[config.mk]
export PLATFORM = sky130hd
export DESIGN_NAME = gray_share_arbiter
export DESIGN_NICKNAME = d
export VERILOG_FILES = /design/src/rtl/gray_share_pkg.sv /design/src/rtl/gray_share_conv.sv /design/src/rtl/gray_share_arbiter.sv
export SDC_FILE = /design/constraint.sdc
export NUM_CORES = 1
export LEC_CHECK = 0
export ABC_CLOCK_PERIOD_IN_PS = 2940
export BUFFER_PORTS_ARGS = -buffer_cell sky130_fd_sc_hd__buf_2
export CAP_MARGIN = 20
export CORE_ASPECT_RATIO = 1.5
export CORE_MARGIN = 4
export CORE_UTILIZATION = 40
export DETAILED_ROUTE_END_ITERATION = 10
export GPL_ROUTABILITY_DRIVEN = 1
export PLACE_DENSITY_LB_ADDON = 0.1
export RECOVER_POWER = 100
export REMOVE_ABC_BUFFERS = 1
export SETUP_SLACK_MARGIN = 0.5
export SYNTH_ARGS = -nofsm -noshare
export SYNTH_HDL_FRONTEND = slang
export SYNTH_HIERARCHICAL = 1
export SYNTH_SLANG_ARGS = --single-unit
[constraint.sdc]
create_clock -name clk -period 2.94 [get_ports clk]
set_input_delay 0.294 -clock clk [delete_from_list [all_inputs] [get_ports clk]]
set_output_delay 0.294 -clock clk [all_outputs]
set_load 0.05 [all_outputs]
[src/rtl/gray_share_pkg.sv]
// Shared types, default widths and round-robin helper for the gray_share_arbiter slice.
// Contents: state_t (IDLE/CONV/RESULT), default NREQ/W/IDW, next_rr() pointer advance.
package gray_share_pkg;

  localparam int unsigned NREQ_DEF = 4;
  localparam int unsigned W_DEF    = 8;
  localparam int unsigned IDW_DEF  = 2;

  typedef enum logic [1:0] {
    IDLE   = 2'd0,
    CONV   = 2'd1,
    RESULT = 2'd2
  } state_t;

  // Pointer one past the winner, wrapping NREQ-1 -> 0.
  function automatic int unsigned next_rr(input int unsigned ptr, input int unsigned nreq);
    return ((ptr + 1) >= nreq) ? 0 : (ptr + 1);
  endfunction

endpackage

[src/rtl/gray_share_conv.sv]
// Combinational W-bit Gray converter shared by all requesters.
// Ports: din (captured data), dout (converted code); mode (1 = Gray-to-binary)
// exists only when GRAY_SHARE_DECODE_EN is defined, otherwise always binary-to-Gray.
module gray_share_conv
  import gray_share_pkg::*;
#(
  parameter int unsigned W = W_DEF
) (
`ifdef GRAY_SHARE_DECODE_EN
  input  logic         mode,
`endif
  input  logic [W-1:0] din,
  output logic [W-1:0] dout
);

  logic [W-1:0] enc;

  // Each Gray bit is the XOR of a data bit and its upper neighbour; MSB passes through.
  assign enc = din ^ (din >> 1);

`ifdef GRAY_SHARE_DECODE_EN
  logic [W-1:0] dec;

  // Unrolled MSB-first chain: binary bit k is the XOR of Gray bits k..W-1.
  always_comb begin
    dec = '0;
    for (int k = 0; k < W; k++) begin
      dec[k] = ^(din >> k);
    end
  end

  assign dout = mode ? dec : enc;
`else
  assign dout = enc;
`endif

endmodule

[src/rtl/gray_share_arbiter.sv]
// Round-robin arbiter sharing one Gray converter among NREQ requesters.
// Ports: clk, rst (sync, active-high); req_valid/req_data/req_ready per requester
// (req_ready is combinational, one-hot or zero); out_valid/out_gcode/out_id/out_ready
// result port. Optional macro GRAY_SHARE_DECODE_EN adds req_mode (1 = Gray-to-binary).
module gray_share_arbiter
  import gray_share_pkg::*;
#(
  parameter int unsigned NREQ = NREQ_DEF,
  parameter int unsigned W    = W_DEF,
  parameter int unsigned IDW  = IDW_DEF
) (
  input  logic              clk,
  input  logic              rst,
  input  logic [NREQ-1:0]   req_valid,
  input  logic [NREQ*W-1:0] req_data,
`ifdef GRAY_SHARE_DECODE_EN
  input  logic [NREQ-1:0]   req_mode,
`endif
  output logic [NREQ-1:0]   req_ready,
  output logic              out_valid,
  output logic [W-1:0]      out_gcode,
  output logic [IDW-1:0]    out_id,
  input  logic              out_ready
);

  localparam int unsigned SW = IDW + 1;

  state_t         state_q, state_d;
  logic [IDW-1:0] rr_q, rr_d;
  logic [IDW-1:0] id_q, id_d;
  logic [W-1:0]   data_q, data_d;
  logic           vld_d;
  logic [W-1:0]   gcode_d;
  logic [IDW-1:0] oid_d;
  logic [W-1:0]   conv_out;

  logic [NREQ-1:0] rot;
  logic            found;
  logic [IDW-1:0]  winner;
  logic [SW-1:0]   sum;
  logic [W-1:0]    win_data;
  logic            grant;

`ifdef GRAY_SHARE_DECODE_EN
  logic mode_q, mode_d;
`endif

  // Rotate requests so the rr pointer lands on bit 0; lowest set bit is then the winner.
  assign rot = NREQ'({req_valid, req_valid} >> rr_q);

  always_comb begin
    found  = 1'b0;
    winner = rr_q;
    sum    = '0;
    for (int i = NREQ - 1; i >= 0; i--) begin
      if (rot[i]) begin
        found = 1'b1;
        sum   = SW'(rr_q) + SW'(i);
        if (sum >= SW'(NREQ)) sum = sum - SW'(NREQ);
        winner = IDW'(sum);
      end
    end
  end

  assign win_data = W'(req_data >> (32'(winner) * W));

  // A grant is only offered when the converter slot is free in this cycle.
  assign grant = !rst && found &&
                 ((state_q == IDLE) || ((state_q == RESULT) && out_ready));

  assign req_ready = grant ? (NREQ'(1) << winner) : '0;

  gray_share_conv #(.W(W)) u_conv (
`ifdef GRAY_SHARE_DECODE_EN
    .mode (mode_q),
`endif
    .din  (data_q),
    .dout (conv_out)
  );

  // Next-state and next-register values.
  always_comb begin
    state_d = state_q;
    rr_d    = rr_q;
    id_d    = id_q;
    data_d  = data_q;
    vld_d   = out_valid;
    gcode_d = out_gcode;
    oid_d   = out_id;
`ifdef GRAY_SHARE_DECODE_EN
    mode_d  = mode_q;
`endif
    case (state_q)
      IDLE: begin
        if (grant) begin
          data_d  = win_data;
          id_d    = winner;
          rr_d    = IDW'(next_rr(32'(winner), NREQ));
`ifdef GRAY_SHARE_DECODE_EN
          mode_d  = |(req_mode & req_ready);
`endif
          state_d = CONV;
        end
      end
      CONV: begin
        gcode_d = conv_out;
        oid_d   = id_q;
        vld_d   = 1'b1;
        state_d = RESULT;
      end
      RESULT: begin
        if (out_ready) begin
          vld_d = 1'b0;
          if (grant) begin
            data_d  = win_data;
            id_d    = winner;
            rr_d    = IDW'(next_rr(32'(winner), NREQ));
`ifdef GRAY_SHARE_DECODE_EN
            mode_d  = |(req_mode & req_ready);
`endif
            state_d = CONV;
          end else begin
            state_d = IDLE;
          end
        end
      end
      default: state_d = IDLE;
    endcase
  end

  // State and datapath registers.
  always_ff @(posedge clk) begin
    if (rst) begin
      state_q   <= IDLE;
      rr_q      <= '0;
      id_q      <= '0;
      data_q    <= '0;
      out_valid <= 1'b0;
      out_gcode <= '0;
      out_id    <= '0;
`ifdef GRAY_SHARE_DECODE_EN
      mode_q    <= 1'b0;
`endif
    end else begin
      state_q   <= state_d;
      rr_q      <= rr_d;
      id_q      <= id_d;
      data_q    <= data_d;
      out_valid <= vld_d;
      out_gcode <= gcode_d;
      out_id    <= oid_d;
`ifdef GRAY_SHARE_DECODE_EN
      mode_q    <= mode_d;
`endif
    end
  end

endmodule

==> impl_metrics.ini <==
[clock_network]
clk_pin_slew_worst_paths_ns = 0.08
insertion_delay_ns = 0.27
cts_resized = 0
cts-root-buf = clkbuf_8
clock_path_buffers = 2
cts.htree.levels = 1
ctsHoldBuffers = 0
cts_sinks = 25
cts_setup_buffers = 0
cts_tree = built
cts_made_buffers = 3

[sta]
period_share_pct = 84.0
rsz0062_at_grt = no
tightest_slew_ns = 0.592
finalMaxSlewViolations = 0
fin_crit_ns = 2.47
clock_skew_ns = 0.00335
timing.hold.ws_ns = 0.327
setup_viol = 0
totalNegativeSetupSlack_ns = 0
slew_headroom_pct = 60.5
clock.fmax_mhz = 405
hold_violations = 0

[floorplan]
die_area_um2 = 4360
num_rows = 25
die_width_um = 55.2
die_height_um = 78.9
coreArea_um2 = 3190
num_io_pins = 54
start_util_pct = 42.0

[cells_and_area]
drive_gt1_share_pct = 24.4
final_cell_area_um2 = 1630
area_growth_pct = 21.7
diodes = 0
fill_cells = 342
nets = 245

[place]
io_buffers = 53
dpl_cell_area_um2 = 1600
routabilityCongestion = 0.787
dp_hpwl_um = 2270

[critical_path]
critPathTopFamily = simple AND/OR/NAND/NOR gates
cp_max_fo = 12
critPathBufInv = 2
worstSetupEndpointType = primary output
cp.required_ns = 2.65
worst_setup_path_start_kind = register
critPathKind = register to primary output
slowest_delay_ns = 0.68
path_cells = nor2b_1 -> or4_1 -> inv_1 -> and2_1 -> clkbuf_2
cp_slowest_cell = or4_1
arrival_ns = 2.18

[logic_synthesis]
synth_compound_area_share_pct = 15.0
synthCells = 152
avgSynthCellArea_um2 = 8.81
synth_cell_types = 32
synthAdderAreaFrac_pct = 3.74
synth.yosys.warnings = 6
ys_ff_latch = 25
synthTopCellsByArea = dfxtp_1, mux2i_1, nand2_1, a21oi_1, o221ai_1
mappedNetlistArea_um2 = 1340
yosysTopAreaCell = dfxtp_1
synth_top_family_by_area = simple AND/OR/NAND/NOR gates
synth-simple-area-share_pct = 21.0
synthXorXnorAreaFrac_pct = 4.58
seq_area_frac_synth_pct = 37.4
synthMuxAreaShare_pct = 12.0
synth_top_area_share_pct = 37.4

[job]
drv_cap = 0

[power]
netSwitchingPower_mw = 0.314
power_frac_clock_pct = 22.5
peakVddDrop_v = 0.000260
p_int_mw = 0.582
p_leak_nw = 0.788
p_comb_share_pct = 31.1
sw_frac_of_total_pct = 35.1
power.density_nw_per_um2 = 550
p_seq_share_pct = 46.5

[routing]
drc = 0
avgRoutedWirePerCell_um = 12.0
ant_nets = 0
first_pass_iters = 4
vias = 1179
routed_wl_um = 2890
via_per_inst = 4.89
first_iter_violations = 9

[global_routing]
grt_max_degree = 19
grt-ovfl-total = 0
first_global_vias = 1158
antenna_found_initial = 0
track_usage_pct = 13.7
grt_pass1_wl_um = 4930

[hold_path]
worstHoldPathType = input port to register

[run_status]
status = finished clean
==> logic make-up after synthesis <==
logic type | count (synthesis)
DFF | 25
muxes | 16
adders and majority gates | 4
xor gates and xnor gates | 7
AOI/OAI and AO/OA | 32
and+or+nand+nor | 53
buffers and inverters | 15
==> flip-flops by register name, indices dropped and copies added, names as in the netlist <==
register   flops
out_id         2
out_gcode      8
rr_q           2
data_q         8
id_q           2
out_valid      1
state_q        2
==> worst min-delay path, delay by kind of cell <==
family | cells | cell delay (ns)
buf+inv | 1 | 0.09
compound gates | 1 | 0.06
simple gates | 2 | 0.11
==> stage by stage <==
step / setup slack (ns) / std cells / util [%] / total power [mW]
CTS: 0.589 / 241 / 51.6 / 0.913
global route: 0.314 / 241 / 51.1 / 0.954
global placement: 0.897 / 237 / 50.2 / 0.705
floorplan: 0.854 / 143 / - / 0.628
finish: 0.471 / 241 / 51.1 / 0.896
detailed placement: 0.866 / 237 / 50.2 / 0.711
==> path summary, 6_finish.rpt <==
kind	start	end	slack, ns	cells after the start
setup / recovery	state_q[1]	req_ready[1]	0.47	5
hold / removal	out_ready	state_q[1]	0.33	4
setup reg to reg	state_q[1]	data_q[1]	0.88	5
hold reg to reg	id_q[1]	out_id[1]	0.46	2
==> layer usage <==
layer | vias up | GRT usage (%) | share of wire, %
li1 | 626 | - | -
met1 | 503 | 15.7 | 45
met2 | 45 | 24.3 | 46
met3 | 5 | 2.93 | 6.9
met4 | 0 | 5.84 | 1.8
met5 | - | 0 | 0
==> synthesized netlist by cell type <==
cell / count
a211o_1: 1
nor2_1: 2
inv_2: 1
a211oi_1: 1
o221ai_1: 8
a21oi_1: 16
buf_2: 3
and2_1: 4
inv_1: 4
or4_4: 1
nor4_4: 1
o21a_1: 1
xor2_1: 7
o211ai_1: 1
ha_1: 4
dfxtp_1: 25
nand2_1: 25
nand3_1: 8
o21ai_0: 3
nor3_1: 1
buf_12: 1
and3b_1: 1
mux2i_1: 16
nor4_1: 1
o21ai_1: 1
nor2b_1: 4
buf_4: 2
nor2_4: 1
clkbuf_1: 3
and2b_1: 1
nand2b_1: 3
clkinv_1: 1
==> placed cells by master (no fill, tap or decap), drive strengths merged, types with 2 or more instances in the layout <==
master,n
a21oi,16
and2,4
buf,42
clkbuf,15
clkinv,2
dfxtp,25
ha,4
inv,5
mux2i,16
nand2,25
nand2b,3
nand3,8
nor2,3
nor2b,4
nor4,2
o21ai,4
o221ai,8
xor2,7
==> area by class of cell <==
class	count	area (µm²)	area share, %
Timing Repair Buffer	54	259	15.9
Inverter	6	22.5	1.38
Tap cell	40	50.0	3.07
Sequential cell	25	500	30.7
Multi-Input combinational cell	112	751	46.1
Clock inverter	1	5.00	0.307
Clock buffer	3	41.3	2.53
==> power by group through the flow <==
| stage | clock network [mW] | logic, mW | registers (mW) |
|---|---|---|---|
| final | 0.201 | 0.278 | 0.416 |
| after global routing | 0.220 | 0.311 | 0.423 |
| after CTS | 0.209 | 0.288 | 0.416 |
| after detailed placement | 0 | 0.286 | 0.424 |
| after global placement | 0 | 0.282 | 0.423 |
| after floorplan | 0 | 0.162 | 0.466 |
Power figures use the tool's default switching activity.
